### src/rtl/vip_conv2d_pkg.sv
`default_nettype none
// ============================================================================
// Module      : vip_conv2d_pkg
// Description : Shared types and default sizing for the conv2d filter
//               scheduler and its gather stage.
// Revision    : 1.0 - initial release
// ============================================================================
package vip_conv2d_pkg;

  // Default sizing: 32-bit words, four output channels, 112x112 frame
  localparam int C_DWIDTH = 32;
  localparam int C_NFILT  = 4;
  localparam int C_NPIX   = 12544;
  localparam int C_NOUT   = 12544;

  // Frame-level scheduler states
  typedef enum logic [1:0] {
    IDLE  = 2'd0,
    RUN   = 2'd1,
    DRAIN = 2'd2,
    DONE  = 2'd3
  } sched_state_t;

endpackage
`default_nettype wire

### src/rtl/vip_conv2d_gather.sv
`default_nettype none
// ============================================================================
// Module      : vip_conv2d_gather
// Description : Round-robin collector. Pops filter output FIFOs in strict
//               channel order into a single registered output word with a
//               valid/ready handshake, counting words per frame.
// Revision    : 1.0 - initial release
// ============================================================================
module vip_conv2d_gather
  import vip_conv2d_pkg::*;
#(
  parameter int DWIDTH = C_DWIDTH,
  parameter int NFILT  = C_NFILT,
  parameter int NOUT   = C_NOUT
) (
  input  logic                    clk,
  input  logic                    rst,
  input  logic                    i_en,
  input  logic                    i_clr,
  input  logic [DWIDTH*NFILT-1:0] i_out_data,
  input  logic [NFILT-1:0]        i_out_empty,
  output logic [NFILT-1:0]        o_out_rdreq,
  output logic [DWIDTH-1:0]       o_dst_data,
  output logic                    o_dst_valid,
  input  logic                    i_dst_ready,
  output logic                    o_drain_ok
);

  localparam int GPW   = (NFILT > 1) ? $clog2(NFILT) : 1;
  localparam int TOTAL = NOUT * NFILT;
  localparam int OCW   = $clog2(TOTAL + 1);

  localparam logic [GPW-1:0] c_GP_LAST   = GPW'(NFILT - 1);
  localparam logic [OCW-1:0] c_OUT_TOTAL = OCW'(TOTAL);

  logic [GPW-1:0]    r_gp;
  logic [OCW-1:0]    r_out_cnt;
  logic [DWIDTH-1:0] r_dst_data;
  logic              r_dst_valid;

  logic [DWIDTH-1:0] w_head;
  logic              w_gp_empty;
  logic              w_room;
  logic              w_all_out;
  logic              w_pop;

  // Select the head word and empty flag of the channel the pointer names
  always_comb begin
    w_head     = '0;
    w_gp_empty = 1'b1;
    for (int k = 0; k < NFILT; k++) begin
      if (r_gp == GPW'(k)) begin
        w_head     = i_out_data[k*DWIDTH +: DWIDTH];
        w_gp_empty = i_out_empty[k];
      end
    end
  end

  // Pop only the pointed-to channel; an empty channel stalls the whole ring
  always_comb begin
    w_room      = ~r_dst_valid | i_dst_ready;
    w_all_out   = (r_out_cnt == c_OUT_TOTAL);
    w_pop       = i_en & ~w_gp_empty & w_room & ~w_all_out;
    o_drain_ok  = w_all_out & w_room;
    o_out_rdreq = '0;
    for (int k = 0; k < NFILT; k++) begin
      o_out_rdreq[k] = w_pop & (r_gp == GPW'(k));
    end
  end

  // Pointer, frame word count and output register; accept+pop keeps valid high
  always_ff @(posedge clk) begin
    if (rst) begin
      r_gp        <= '0;
      r_out_cnt   <= '0;
      r_dst_data  <= '0;
      r_dst_valid <= 1'b0;
    end else begin
      if (i_clr) begin
        r_gp      <= '0;
        r_out_cnt <= '0;
      end else if (w_pop) begin
        r_gp      <= (r_gp == c_GP_LAST) ? '0 : r_gp + 1'b1;
        r_out_cnt <= r_out_cnt + 1'b1;
      end
      if (w_pop) begin
        r_dst_data  <= w_head;
        r_dst_valid <= 1'b1;
      end else if (r_dst_valid & i_dst_ready) begin
        r_dst_valid <= 1'b0;
      end
    end
  end

  assign o_dst_data  = r_dst_data;
  assign o_dst_valid = r_dst_valid;

endmodule
`default_nettype wire

### src/rtl/vip_conv2d_filter_sched.sv
`default_nettype none
// ============================================================================
// Module      : vip_conv2d_filter_sched
// Description : Frame scheduler for a bank of conv2d filters. Broadcasts
//               source words to every filter in lock-step and gathers the
//               results round-robin into one channel-interleaved stream.
// Revision    : 1.0 - initial release
// ============================================================================
module vip_conv2d_filter_sched
  import vip_conv2d_pkg::*;
#(
  parameter int DWIDTH = C_DWIDTH,
  parameter int NFILT  = C_NFILT,
  parameter int NPIX   = C_NPIX,
  parameter int NOUT   = C_NOUT
) (
  input  logic                    clock,
  input  logic                    reset,
  input  logic                    start,
  output logic                    busy,
  output logic                    done,
  input  logic [DWIDTH*3-1:0]     src_data,
  input  logic                    src_empty,
  output logic                    src_rdreq,
  output logic [DWIDTH*3-1:0]     flt_in_data,
  output logic [NFILT-1:0]        flt_in_wrreq,
  input  logic [NFILT-1:0]        flt_in_full,
  input  logic [DWIDTH*NFILT-1:0] flt_out_data,
  input  logic [NFILT-1:0]        flt_out_empty,
  output logic [NFILT-1:0]        flt_out_rdreq,
  output logic [DWIDTH-1:0]       dst_data,
  output logic                    dst_valid,
  input  logic                    dst_ready
);

  localparam int INW = $clog2(NPIX + 1);
  localparam logic [INW-1:0] c_NPIX = INW'(NPIX);

  sched_state_t   r_state;
  sched_state_t   w_state_nxt;
  logic [INW-1:0] r_in_cnt;
  logic           w_bcast;
  logic           w_clr;
  logic           w_gather_en;
  logic           w_drain_ok;

  // Broadcast fires only when every filter can take the word
  always_comb begin
    w_bcast = (r_state == RUN) & ~src_empty & ~|flt_in_full & (r_in_cnt != c_NPIX);
  end

  assign src_rdreq    = w_bcast;
  assign flt_in_wrreq = {NFILT{w_bcast}};
  assign flt_in_data  = src_data;

  // State register
  always_ff @(posedge clock) begin
    if (reset) begin
      r_state <= IDLE;
    end else begin
      r_state <= w_state_nxt;
    end
  end

  // Next-state and status outputs; counters clear on leaving IDLE
  always_comb begin
    w_state_nxt = r_state;
    w_clr       = 1'b0;
    busy        = 1'b1;
    done        = 1'b0;
    w_gather_en = 1'b0;
    case (r_state)
      IDLE: begin
        busy = 1'b0;
        if (start) begin
          w_state_nxt = RUN;
          w_clr       = 1'b1;
        end
      end
      RUN: begin
        w_gather_en = 1'b1;
        if (r_in_cnt == c_NPIX) w_state_nxt = DRAIN;
      end
      DRAIN: begin
        w_gather_en = 1'b1;
        if (w_drain_ok) w_state_nxt = DONE;
      end
      DONE: begin
        done        = 1'b1;
        w_state_nxt = IDLE;
      end
      default: begin
        busy        = 1'b0;
        w_state_nxt = IDLE;
      end
    endcase
  end

  // Input word counter for the current frame
  always_ff @(posedge clock) begin
    if (reset) begin
      r_in_cnt <= '0;
    end else if (w_clr) begin
      r_in_cnt <= '0;
    end else if (w_bcast) begin
      r_in_cnt <= r_in_cnt + 1'b1;
    end
  end

  vip_conv2d_gather #(
    .DWIDTH (DWIDTH),
    .NFILT  (NFILT),
    .NOUT   (NOUT)
  ) u_gather (
    .clk         (clock),
    .rst         (reset),
    .i_en        (w_gather_en),
    .i_clr       (w_clr),
    .i_out_data  (flt_out_data),
    .i_out_empty (flt_out_empty),
    .o_out_rdreq (flt_out_rdreq),
    .o_dst_data  (dst_data),
    .o_dst_valid (dst_valid),
    .i_dst_ready (dst_ready),
    .o_drain_ok  (w_drain_ok)
  );

endmodule
`default_nettype wire
### config.mk
export PLATFORM = sky130hd
export DESIGN_NAME = vip_conv2d_filter_sched
export DESIGN_NICKNAME = d
export VERILOG_FILES = /design/src/rtl/vip_conv2d_pkg.sv /design/src/rtl/vip_conv2d_gather.sv /design/src/rtl/vip_conv2d_filter_sched.sv
export SDC_FILE = /design/constraint.sdc
export NUM_CORES = 1
export LEC_CHECK = 0
export ABC_CLOCK_PERIOD_IN_PS = 5700
export CAP_MARGIN = 25
export CORE_AREA = 2 2 147 149
export DETAILED_ROUTE_END_ITERATION = 10
export DIE_AREA = 0 0 149 151
export DONT_BUFFER_PORTS = 1
export GPL_TIMING_DRIVEN = 0
export HOLD_SLACK_MARGIN = 0.06
export SYNTH_ARGS = -nofsm -noshare
export SYNTH_HDL_FRONTEND = slang
export SYNTH_SLANG_ARGS = --single-unit
### constraint.sdc
create_clock -name clock -period 5.7 [get_ports clock]
set_clock_uncertainty 0.05 [all_clocks]
set_input_delay 1.71 -clock clock [delete_from_list [all_inputs] [get_ports clock]]
set_output_delay 1.71 -clock clock [all_outputs]
set_load 0.02 [all_outputs]
# After elaboration in Yosys (flattened, before gate mapping)
# Cells that the tools add are included.
dict set report classes {
  n_addsub 3
  n_eq_ne 12
  muxes 20
  bitwise_logic 17
  reduce_logical 8
}
# cell count
set op_table {}
lappend op_table {{two-way mux 32 bit} 4}
lappend op_table {{adder 16 x 1 -> 16 bit (second input constant)} 1}
lappend op_table {{equality test 16 bit (second input constant)} 1}
lappend op_table {{adder 14 x 1 -> 14 bit (second input constant)} 1}
lappend op_table {{equality test 14 bit (second input constant)} 1}
lappend op_table {{inequality test 14 bit (second input constant)} 1}
lappend op_table {{bitwise AND 1 bit} 12}
lappend op_table {{two-way mux 1 bit} 11}
lappend op_table {{equality test 2 bit (second input constant)} 4}
lappend op_table {{two-way mux 2 bit} 4}
lappend op_table {{case mux 2 bit (4 select lines)} 1}
lappend op_table {{equality test 2 x 1 -> 1 bit (second input constant)} 2}
lappend op_table {{zero test 2 bit} 2}
lappend op_table {{inequality test 2 x 1 -> 1 bit (second input constant)} 2}
lappend op_table {{inverter 1 bit} 4}
lappend op_table {{OR reduction 2 bit} 2}
lappend op_table {{OR reduction 4 bit} 1}
lappend op_table {{AND reduction 3 bit} 1}
lappend op_table {{adder 2 x 1 -> 2 bit (second input constant)} 1}
lappend op_table {{inequality test 2 bit (second input constant)} 1}
lappend op_table {{nonzero test 2 bit} 1}
lappend op_table {{zero test 1 bit} 1}
lappend op_table {{bitwise OR 1 bit} 1}
dict set report word_totals {
  regBits 67
  input_bits 237
  output_inout_bits 140
  wordCells 66
}

# Logic depth before layout (Yosys ltp)
dict set report logic_depth {
  depth_word 10
  mapped_depth 10
  ltp_nobuf 7
}

# Hierarchy
# From an unflattened synthesis, not the netlist that was laid out.
dict set report hier_totals {
  cells_unflattened 600
  area_unflattened_um2 4709.5
}
# module instances cells_each area_per_inst_um2
set by_module_without_submodules {}
lappend by_module_without_submodules {vip_conv2d_gather 1 389 3035.4}
lappend by_module_without_submodules {vip_conv2d_filter_sched 1 211 1674.1}

# Least setup slack after synthesis
# No wires, ideal clock.
dict set report synth_timing {
  kind {input to output}
  start {in flt_out_empty[1]}
  end {out flt_out_rdreq[0]}
  arrival_time_ns 2.951
  setup_slack_ns 0.989
  cell_stages 5
  n_path_buf 1
  path_cell_list {inv_1 a2111oi_2 nor3_1 clkbuf_1 and2_1}
}
dict set report synth_via {
  elab_chain_len 8
}
# item line
set synth_lines {}
lappend synth_lines {{from (decl)} vip_conv2d_filter_sched.sv:29} ;# input logic [NFILT-1:0] flt_out_empty,
lappend synth_lines {{two-way mux 1 bit (3 in series)} vip_conv2d_gather.sv:52} ;# if (r_gp == GPW'(k)) begin
lappend synth_lines {{inverter 1 bit} vip_conv2d_gather.sv:63} ;# w_pop = i_en & ~w_gp_empty & w_room & ~w_all_out;
lappend synth_lines {{bitwise AND 1 bit (3 in series)} vip_conv2d_gather.sv:63}
lappend synth_lines {{bitwise AND 1 bit} vip_conv2d_gather.sv:67} ;# o_out_rdreq[k] = w_pop & (r_gp == GPW'(k));
lappend synth_lines {{to (decl)} vip_conv2d_filter_sched.sv:30} ;# output logic [NFILT-1:0] flt_out_rdreq,
# Every way passes these cells.

# Worst setup path in the final report
dict set report layout_timing {
  start {in dst_ready}
  end {out flt_out_rdreq[3]}
}
dict set report layout_via {
  elab_chain_len 4
}
# item line
set layout_lines {}
lappend layout_lines {{from (decl)} vip_conv2d_filter_sched.sv:33} ;# input logic dst_ready
lappend layout_lines {{bitwise OR 1 bit} vip_conv2d_gather.sv:61} ;# w_room = ~r_dst_valid | i_dst_ready;
lappend layout_lines {{bitwise AND 1 bit (2 in series)} vip_conv2d_gather.sv:63}
lappend layout_lines {{bitwise AND 1 bit} vip_conv2d_gather.sv:67}
# Every way passes these cells.

==> results.cfg <==
[critical_path]
r2r-end = u_gather.o_dst_data[30]
cp_slowest_cell = nor3_2
rr_worst_depth = 10
r2r_slack_ps = 2860
crit_type = in -> out
cp_cell_sequence = nand2b_1, nand4_1, nor3_2, clkbuf_1, and2_1
startpoint_type = input pin
crit_arrival_ps = 3480
critPathMaxStageDelay_ps = 470
r2r_start = u_gather.r_gp[0]
crit_required_ps = 3940
worstSetupEndpointType = output pin
crit_path_max_fanout = 10

[routing]
first_pass_iters = 4
antenna_left = 0
routedWlPerCell_um = 18.10
drt_iter0_drc = 201
routed_wirelength_um = 17180
viasPerCell = 4.954
drcViolationCount = 0
vias = 4701

[synth]
synth_top_area_cell = dfxtp_1
syn-num-nets = 908
synth_edf_count = 0
yosysTopAreaCellShare_pct = 26.90
ys_ff_latch = 67
synthCells = 658
synth-async-reset-ratio_pct = 0
synthDistinctLibCells = 47
synth-seq-area-share_pct = 26.90
syn_avg_cell_area_um2 = 7.578
synthFlopType = dfxtp_1
yosysWarnings = 0
synthTopCellsByArea = dfxtp_1 (27%), buf_4 (15%), a21oi_1 (7.9%)
syn_area_mm2 = 0.004986

[die]
dieHeight_um = 151
core_area_mm2 = 0.02082
fp.dieW_um = 149
initial_utilization_pct = 23.95
row_count = 53
dieArea_mm2 = 0.02250
io_pins = 377

[cts]
cts_max_level = 3
cts_hold_buf = 0
numCtsBuffers = 9
root_buffer = clkbuf_16
path_clk_slew_ps = 60
cts_sinks = 67
cts_tree = built
cts_buffer_depth = 2
clk_latency_ps = 340

[grt]
grt_max_degree = 14
grt_usage_pct = 14.25
antenna_found_initial = 0
grt_pass1_wl_um = 24110
grt.overflow.total = 0
grt_pass1_vias = 4191

[power]
p_sw_w = 0.001012
p_seq_share_pct = 35.0
leakage_nw = 2.136
clock_power_share_pct = 25.6
intPower_w = 0.001236
power.share.combinational_pct = 39.4
p_sw_share_pct = 45.03
peakVddDrop_mv = 0.1185
p_per_area_mw_per_mm2 = 398.8

[outcome]
outcome = complete, no violations

[sta]
tightestPinTransition_ps = 916.3
max_freq_mhz = 190.9
finalMaxSlewViolations = 0
rsz0062_at_grt = no
maxSlewHeadroom_pct = 38.91
finalSetupViolations = 0
final-hold-violation-count = 0
fin_crit_ps = 5237
timing.final.crit_share_pct = 91.88
fin_tns_setup_ps = 0
hold_ws_ps = 436.2

[placement]
hpwl_um = 13770
placed_cells = 933
gp_congestion = 0.8590
port_buffers = 0
place_area_mm2 = 0.005330

[cells_and_area]
drive_above_1_share_pct = 23.89
fin_util_pct = 27.07
nNetsFinal = 919
postLayoutCellArea_mm2 = 0.005637
antenna-diode-count = 0
syn_to_final_growth_pct = 13.05
finalNonFillerCells = 949

[min_path]
hold_depth = 2
min_to = u_gather.r_out_cnt[15]
worstHoldStart = u_gather.r_out_cnt[15]
hp-class = reg -> reg

[job]
maxCapViolations = 0
flip-flops by register name, indices dropped and copies added (netlist names):
name and count:
u_gather.o_dst_valid 1, r_state 2, u_gather.o_dst_data 32, r_in_cnt 14, u_gather.r_out_cnt 16, u_gather.r_gp 2
per-layer routing:
layer	vias to the layer above	routed length, um	global-route usage, %	share of wire [%]
met1	2201	7174	18.00	42
met3	24	1325	3.494	7.7
met5	-	0	0	0
met4	0	398	5.810	2.3
met2	264	8279	23.29	48
li1	2212	-	-	-
cell type report:
class	count	area, um2
fill	2291	15190
clock inverter	7	76.32
buffer	142	954.7
multi-input combinational	403	2522
sequential	67	1341
inverter	46	172.7
tap	275	344.1
clock buffer	9	225.2
worst max path at each step:
stage,start,endpoint,slack (ps)
detailed placement,dst_ready,flt_out_rdreq[3],60
finish,dst_ready,flt_out_rdreq[3],460
CTS,dst_ready,flt_out_rdreq[3],50
floorplan,flt_out_empty[1],flt_out_rdreq[0],990
global placement,dst_ready,flt_out_rdreq[3],90
global route,dst_ready,flt_out_rdreq[3],260
what timing repair did:
action / CTS / global route
buffers inserted: 0 / 0
resized for setup: 0 / 1
endpoints found under the setup margin: 0 / 1
stage by stage:
stage | total power (W) | setup slack [ps]
after global placement | 0.001679 | 88.66
after CTS | 0.002277 | 51.99
after global routing | 0.002407 | 261.7
after floorplan | 0.001447 | 988.7
after detailed placement | 0.001691 | 58.27
final | 0.002248 | 462.6
power by group through the flow:
stage               Combinational (W)  Clock, W  Sequential (W)
finish                       0.000886  0.000575        0.000787
floorplan                    0.000684         0        0.000763
detailed placement           0.000889         0        0.000802
CTS                          0.000890  0.000594        0.000793
global route                 0.000990  0.000613        0.000804
global placement             0.000876         0        0.000803
cell usage after synthesis, drive strengths merged, types with 2 or more instances:
master,n
clkbuf,31
nand2b,5
inv,46
mux2i,3
dfxtp,67
and3,2
o21ai,34
nor4,10
nand3b,3
and4b,2
a221oi,33
nand3,11
or4b,2
xor2,5
nand4,12
and2,6
xnor2,10
or4,7
buf,111
nor3,38
nand2,56
nor2,51
or3,3
a21oi,79
o31ai,6
ha,13
cell usage in the layout (no fill, tap or decap), types with 3 or more instances in the layout:
master / count
nand3_1: 11
mux2i_1: 3
a21oi_1: 79
nand3b_1: 3
xnor2_1: 10
ha_1: 13
buf_4: 100
xor2_1: 5
clkbuf_16: 9
buf_6: 3
a221oi_1: 32
nor3_2: 33
nand4_1: 12
clkbuf_1: 31
nor4_1: 9
nand2_1: 56
nor3_1: 5
nand2b_1: 5
nor2_1: 51
inv_1: 46
buf_1: 5
dfxtp_1: 67
o31ai_1: 6
and2_1: 6
or4_1: 6
o21ai_0: 34
cells by family after synthesis:
logic type	Yosys count	synth area share, %
adders and majority gates	13	3.262
xor gates and xnor gates	15	2.635
muxes	3	0.6023
and+or+nand+nor	213	24.54
buffers and inverters	188	22.61
AOI/OAI and AO/OA	159	19.45
DFF	67	26.90
critical path: cells and delay by family:
kind | cells | cell delay, ps
buf+inv | 1 | 460
simple gates | 4 | 1300
Power figures use the tool's default switching activity.
